[config.mk]
export PLATFORM = sky130hd
export DESIGN_NAME = rom_addr_seq
export DESIGN_NICKNAME = d
export VERILOG_FILES = /design/src/rtl/rom_addr_seq_pkg.sv /design/src/rtl/rom_addr_seq_step_tick_div.sv /design/src/rtl/rom_addr_seq.sv
export SDC_FILE = /design/constraint.sdc
export NUM_CORES = 1
export LEC_CHECK = 0
export BUFFER_PORTS_ARGS = -buffer_cell sky130_fd_sc_hd__buf_2
export CORE_ASPECT_RATIO = 1.1
export CORE_MARGIN = 2
export CORE_UTILIZATION = 30
export DETAILED_ROUTE_END_ITERATION = 8
export GPL_ROUTABILITY_DRIVEN = 1
export RECOVER_POWER = 50
export SYNTH_ARGS = -nofsm -noshare
export SYNTH_HDL_FRONTEND = slang
export SYNTH_SLANG_ARGS = --single-unit
export TNS_END_PERCENT = 100
[constraint.sdc]
create_clock -name clk_1m -period 2.8 [get_ports clk_1m]
set_input_delay 0.42 -clock clk_1m [delete_from_list [all_inputs] [get_ports clk_1m]]
set_output_delay 0.42 -clock clk_1m [all_outputs]
set_load 0.01 [all_outputs]
[src/rtl/rom_addr_seq_pkg.sv]
// ---------------------------------------------------------------------------
// rom_addr_seq_pkg
//   Constants and types shared by the LED-pattern ROM address sequencer and
//   the downstream ROM-to-LED stage.
//     ROM_ADDR_W          : ROM address width
//     STEP_DIV_DEFAULT    : clk_1m cycles per address step (10 Hz at 1 MHz)
//     STEP_DIV_W_DEFAULT  : width of the step divider counter
//     seq_state_t         : sequencer state (IDLE / RUN / PAUSE)
// ---------------------------------------------------------------------------
package rom_addr_seq_pkg;

  localparam int ROM_ADDR_W         = 14;
  localparam int STEP_DIV_DEFAULT   = 100000;
  localparam int STEP_DIV_W_DEFAULT = 17;

  typedef enum logic [1:0] {
    IDLE  = 2'd0,
    RUN   = 2'd1,
    PAUSE = 2'd2
  } seq_state_t;

endpackage : rom_addr_seq_pkg

[src/rtl/rom_addr_seq_step_tick_div.sv]
// ---------------------------------------------------------------------------
// step_tick_div
//   Step-rate divider. Counts enabled cycles 0..DIV-1 and flags the cycle in
//   which the count sits at DIV-1 (the counter returns to 0 on that edge).
//   Ports:
//     clk_1m    : clock
//     sys_rst_n : asynchronous active-low reset
//     en        : count this cycle (sequencer active and not paused)
//     clr       : synchronous clear, wins over en
//     tick      : one-cycle strobe, high while count == DIV-1 and en
// ---------------------------------------------------------------------------
module step_tick_div #(
  parameter int DIV   = 100000,
  parameter int DIV_W = 17
) (
  input  logic clk_1m,
  input  logic sys_rst_n,
  input  logic en,
  input  logic clr,
  output logic tick
);

  localparam logic [DIV_W-1:0] LAST = DIV_W'(DIV - 1);

  logic [DIV_W-1:0] cnt_q;
  logic [DIV_W-1:0] cnt_d;

  // tick is decoded from the count so the consumer can act on the same edge
  // that wraps the counter back to 0.
  assign tick = en && !clr && (cnt_q == LAST);

  always_comb begin
    cnt_d = cnt_q;
    if (clr) begin
      cnt_d = '0;
    end else if (en) begin
      cnt_d = (cnt_q == LAST) ? '0 : cnt_q + DIV_W'(1);
    end
  end

  always_ff @(posedge clk_1m or negedge sys_rst_n) begin
    if (!sys_rst_n) begin
      cnt_q <= '0;
    end else begin
      cnt_q <= cnt_d;
    end
  end

endmodule : step_tick_div

[src/rtl/rom_addr_seq.sv]
// ---------------------------------------------------------------------------
// rom_addr_seq
//   Walks the LED-pattern ROM address through a [lo, hi] window, one address
//   per DIV clk_1m cycles, with start/restart, pause, live direction and
//   one-shot/loop control.
//   Ports:
//     clk_1m            : 1 MHz clock
//     sys_rst_n         : asynchronous active-low reset
//     start             : one-cycle pulse, latches bounds and (re)starts
//     pause             : level, freezes stepping while high
//     dir               : 0 ascending, 1 descending (sampled at each step)
//     loop_en           : 1 wrap at the window end, 0 stop (one-shot)
//     lo_addr, hi_addr  : window bounds, sampled only on start (any order)
//     addr              : current ROM address (registered)
//     step              : one-cycle pulse whenever addr is loaded or changes
//     busy              : high while RUN or PAUSE
//     done              : one-cycle pulse when a one-shot sequence ends
// ---------------------------------------------------------------------------
module rom_addr_seq
  import rom_addr_seq_pkg::*;
#(
  parameter int ADDR_W = ROM_ADDR_W,
  parameter int DIV    = STEP_DIV_DEFAULT,
  parameter int DIV_W  = STEP_DIV_W_DEFAULT
) (
  input  logic              clk_1m,
  input  logic              sys_rst_n,
  input  logic              start,
  input  logic              pause,
  input  logic              dir,
  input  logic              loop_en,
  input  logic [ADDR_W-1:0] lo_addr,
  input  logic [ADDR_W-1:0] hi_addr,
  output logic [ADDR_W-1:0] addr,
  output logic              step,
  output logic              busy,
  output logic              done
);

  seq_state_t        state_q, state_d;
  logic [ADDR_W-1:0] addr_q, addr_d;
  logic [ADDR_W-1:0] lo_q, lo_d;
  logic [ADDR_W-1:0] hi_q, hi_d;
  logic              step_q, step_d;
  logic              busy_q, busy_d;
  logic              done_q, done_d;

  logic              active;
  logic              tick;
  logic              at_end;
  logic [ADDR_W-1:0] start_lo;
  logic [ADDR_W-1:0] start_hi;

  // The divider also runs in the cycle PAUSE is left, so each paused cycle
  // costs exactly one cycle of delay.
  assign active = (state_q != IDLE) && !pause;

  step_tick_div #(
    .DIV   (DIV),
    .DIV_W (DIV_W)
  ) u_div (
    .clk_1m    (clk_1m),
    .sys_rst_n (sys_rst_n),
    .en        (active),
    .clr       (start),
    .tick      (tick)
  );

  assign start_lo = (lo_addr <= hi_addr) ? lo_addr : hi_addr;
  assign start_hi = (lo_addr <= hi_addr) ? hi_addr : lo_addr;

  // addr always lies in [lo_q, hi_q], so stepping away from the end bound
  // can never leave the window or wrap modulo 2^ADDR_W.
  assign at_end = dir ? (addr_q == lo_q) : (addr_q == hi_q);

  // State register (all flops)
  always_ff @(posedge clk_1m or negedge sys_rst_n) begin
    if (!sys_rst_n) begin
      state_q <= IDLE;
      addr_q  <= '0;
      lo_q    <= '0;
      hi_q    <= '0;
      step_q  <= 1'b0;
      busy_q  <= 1'b0;
      done_q  <= 1'b0;
    end else begin
      state_q <= state_d;
      addr_q  <= addr_d;
      lo_q    <= lo_d;
      hi_q    <= hi_d;
      step_q  <= step_d;
      busy_q  <= busy_d;
      done_q  <= done_d;
    end
  end

  // Next-state logic
  always_comb begin
    state_d = state_q;
    if (start) begin
      state_d = RUN;
    end else begin
      unique case (state_q)
        IDLE: state_d = IDLE;
        RUN, PAUSE: begin
          if (pause) begin
            state_d = PAUSE;
          end else if (tick && at_end && !loop_en) begin
            state_d = IDLE;
          end else begin
            state_d = RUN;
          end
        end
        default: state_d = IDLE;
      endcase
    end
  end

  // Output / datapath logic
  always_comb begin
    addr_d = addr_q;
    lo_d   = lo_q;
    hi_d   = hi_q;
    step_d = 1'b0;
    done_d = 1'b0;
    if (start) begin
      lo_d   = start_lo;
      hi_d   = start_hi;
      addr_d = dir ? start_hi : start_lo;
      step_d = 1'b1;
    end else if (tick) begin
      if (!at_end) begin
        addr_d = dir ? (addr_q - ADDR_W'(1)) : (addr_q + ADDR_W'(1));
        step_d = 1'b1;
      end else if (loop_en) begin
        addr_d = dir ? hi_q : lo_q;
        step_d = 1'b1;
      end else begin
        done_d = 1'b1;
      end
    end
    busy_d = (state_d != IDLE);
  end

  assign addr = addr_q;
  assign step = step_q;
  assign busy = busy_q;
  assign done = done_q;

endmodule : rom_addr_seq

==> results.py <==
metrics = {
    "timing": {
        "hold_viol_final": 0,
        "finalCriticalPeriod_ps": 2530,
        "whs_ps": 328,
        "fmax_ghz": 0.395,
        "worst_pin_slew_ps": 1620,
        "finalMaxSlewViolations": 28,
        "setup_viol": 0,
        "rsz0062_at_grt": "false",
        "slew_headroom_pct": -7.72,
        "skew_ps": 8.77,
        "period_share_pct": 90.5,
    },
    "global_route": {
        "met2_usage_pct": 25.2,
        "use_met1_pct": 19.7,
        "grt_max_degree": 57,
        "grtUsageMet3_pct": 2.70,
        "grt_pass1_wl_microns": 21500,
        "grt_use_total_pct": 15.1,
        "grt_antenna_before_repair": 1,
        "grt-ovfl-total": 0,
        "grt_pass1_vias": 4247,
        "grt_most_used_layer": "met2",
    },
    "floorplan": {
        "die_h_microns": 139,
        "num_rows": 49,
        "pin_count": 51,
        "start_util_pct": 30.5,
        "dieArea_sq_mm": 0.0176,
        "die_w_microns": 127,
        "coreArea_sq_mm": 0.0162,
    },
    "critical_path": {
        "cp_slowest_cell": "or4bb_1",
        "rrSetupSlack_ps": 270,
        "cp.arrival_ps": 2740,
        "startpoint": "hi_addr[4]",
        "max_stage_delay_ps": 460,
        "crit_path_frequent_cell": "buf_4",
        "crit_type": "input port to register",
        "required_ps": 3000,
        "cp_cell_sequence": "buf_2, inv_1, ha_1, a21oi_1, a21boi_1, o31ai_1, a32oi_4, buf_4, buf_4, or4bb_1, o311ai_0, nor3_1",
        "startpoint_type": "input port",
        "rr_startpoint": "addr[1]",
        "crit_path_end": "addr[11]",
        "reg2reg_to": "addr[12]",
        "r2r_cells": 8,
        "end_kind": "register",
        "path_max_fanout": 11,
    },
    "placement": {
        "gp_congestion": 0.783,
        "io_buffer_count": 50,
        "placed_area_sq_mm": 0.00585,
        "place_hpwl_microns": 10100,
    },
    "finish": {
        "nets": 729,
        "num_antenna_cells": 0,
        "syn2layout_area_growth_pct": 24.5,
        "final_core_util_pct": 38.0,
        "fin_area_sq_mm": 0.00618,
        "drive_gt1_share_pct": 21.0,
        "fill_cells": 1628,
    },
    "logic_synthesis": {
        "postSynthCellCount": 575,
        "syn_nets": 638,
        "synth.area.top_cells": "dfrtp_1 (32%), mux2i_1 (11%), ha_1 (7.1%)",
        "synth_top_family_by_area": "simple AND/OR/NAND/NOR gates",
        "synth-compound-area-share_pct": 18.4,
        "synthAdderAreaFrac_pct": 7.47,
        "synth_cell_types": 63,
        "ys.flop_type": "dfrtp_1",
        "synth-xor-area-share_pct": 4.57,
        "synth-seq-cells": 64,
        "synth-simple-area-share_pct": 19.9,
        "ys_warn_count": 0,
        "muxShareOfSynthArea_pct": 12.7,
        "synth_area_leader_cell": "dfrtp_1",
        "syn_avg_cell_area_sq_um": 8.63,
        "netlist.area_leader.share_pct": 32.3,
        "yosysSeqAreaShare_pct": 32.3,
        "synth_area_sq_mm": 0.00496,
        "ys_async_sr_fraction_pct": 100,
        "synth_enable_flop_cells": 0,
    },
    "drt": {
        "route.detailed.drc": 0,
        "ant_nets": 0,
        "dr.pass1.iters": 6,
        "wl_microns": 13200,
        "wl_per_cell_microns": 15.1,
        "vias": 4520,
        "drt-vias-per-instance": 5.17,
        "first_iter_violations": 140,
    },
    "clocking": {
        "postCtsSetupRepairBufs": 0,
        "cts.sinks": 64,
        "path_clk_slew_ps": 50,
        "cts_max_level": 3,
        "cts_tree": "done",
        "numCtsBuffers": 9,
        "clock_path_buffers": 2,
        "insertion_delay_ps": 340,
        "cts_root_buffer": "clkbuf_16",
    },
    "power": {
        "leakagePower_nw": 2.76,
        "vdd_drop_max_v": 0.000274,
        "design_power_total_mw": 3.52,
        "power.density_mw_per_mm2": 569,
    },
    "hold_path": {
        "hp-class": "input port to register",
        "min_from": "start",
    },
    "outcome": {
        "status": "finished with violations",
        "violations": "max-capacitance violations, max-slew violations",
    },
    "flow_run": {
        "cap_viol_max_count": 1,
    },
}
layout make-up:
type                       count  area, sq um  share of cell area, %
multi-input combinational    456         3150                   50.9
sequential                    64         1600                   25.9
clock buffer                   9          225                   3.65
clock inverter                 7          120                   1.94
inverter                      23         86.3                   1.40
tap                          204          255                   4.13
timing repair buffer         112          742                   12.0
synthesized netlist by cell type, types with 6 or more instances:
cell      number
a21oi_1       67
and3_1         8
clkbuf_1      23
dfrtp_1       64
ha_1          28
inv_1         23
mux2_2         6
mux2i_1       56
nand2_1       24
nand2b_1       7
nand3_1       17
nand4_1        7
nor2_1        78
nor3_1        18
o211ai_1       9
o21ai_0       12
o21ai_1       20
xnor2_1       17
xor2_1         7
critical path, delay by kind of cell:
| family | cells | cell delay [ps] |
|---|---|---|
| AND/OR/NAND/NOR | 2 | 550 |
| buffers and inverters | 4 | 500 |
| adder cells (fa/ha/maj) | 1 | 290 |
| AO/OA/AOI/OAI | 5 | 970 |
cells by family after synthesis:
family / count (synthesis)
fa+ha+maj: 29
flops: 64
mux: 62
simple gates: 190
compound gates: 150
xor+xnor: 25
buf+inv: 55
cell usage in the layout, fill, tap and decap left out, drive strengths merged, types with 3 or more instances in the layout:
master  netlist  final
nor3         19     19
bufinv        0      3
xor2          7      7
mux2i        56     56
nand4         8      8
clkbuf       23     17
nor4          7      7
o211ai        9      9
mux2          6      6
nand3        17     17
o311ai        4      4
nand2b        7      7
and3          8      8
a211oi        3      3
a21o          3      3
buf           9    104
nor2         78     78
nand2        24     24
or4bb         3      3
clkinv        0      3
inv          23     23
a21oi        67     67
dfrtp        64     64
xnor2        18     18
o31ai         6      6
nor3b         5      5
a22oi         4      4
o21ai        33     33
o21bai        5      5
ha           28     28
power breakdown:
group | internal, mW | switching (mW) | total [mW] | leakage [nW]
Clock | 0.870 | 0.434 | 1.30 | 0.166
Combinational | 0.508 | 0.584 | 1.09 | 1.83
Sequential | 1.02 | 0.0991 | 1.12 | 0.768
Total | 2.40 | 1.12 | 3.52 | 2.76
worst min-delay path by stage:
stage,depth (start not counted),end
final,2,u_div.cnt_q[4]
after global placement,1,u_div.cnt_q[10]
after floorplan,0,addr[0]
after global routing,2,u_div.cnt_q[4]
after detailed placement,1,u_div.cnt_q[10]
after CTS,1,u_div.cnt_q[9]
sequential cells by signal (all words and copies together), names as in the netlist:
name         cells
step             1
u_div.cnt_q     17
done             1
busy             1
hi_q            14
state_q          2
lo_q            14
addr            14
routing by layer:
layer / vias up / wire length (microns)
li1: 2287 / -
met1: 2130 / 6040
met2: 84 / 6390
met3: 17 / 509
met4: 2 / 231
met5: - / 11
metrics by stage:
stage,worst slack [ps],TNS [ps],std cells
after floorplan,372,0,575
after global placement,-22.2,-22.2,859
after detailed placement,-69.4,-86.7,859
after CTS,195,0,875
after global routing,81.3,0,875
final,267,0,875
what timing repair did:
action | 4_1_cts | 5_1_grt
setup endpoints to repair | 0 | 1
hold buffers | 0 | 0
endpoints found under the hold margin | 0 | 0
gates resized for setup | 0 | 1
No activity file was read; power rests on OpenSTA's default activity.
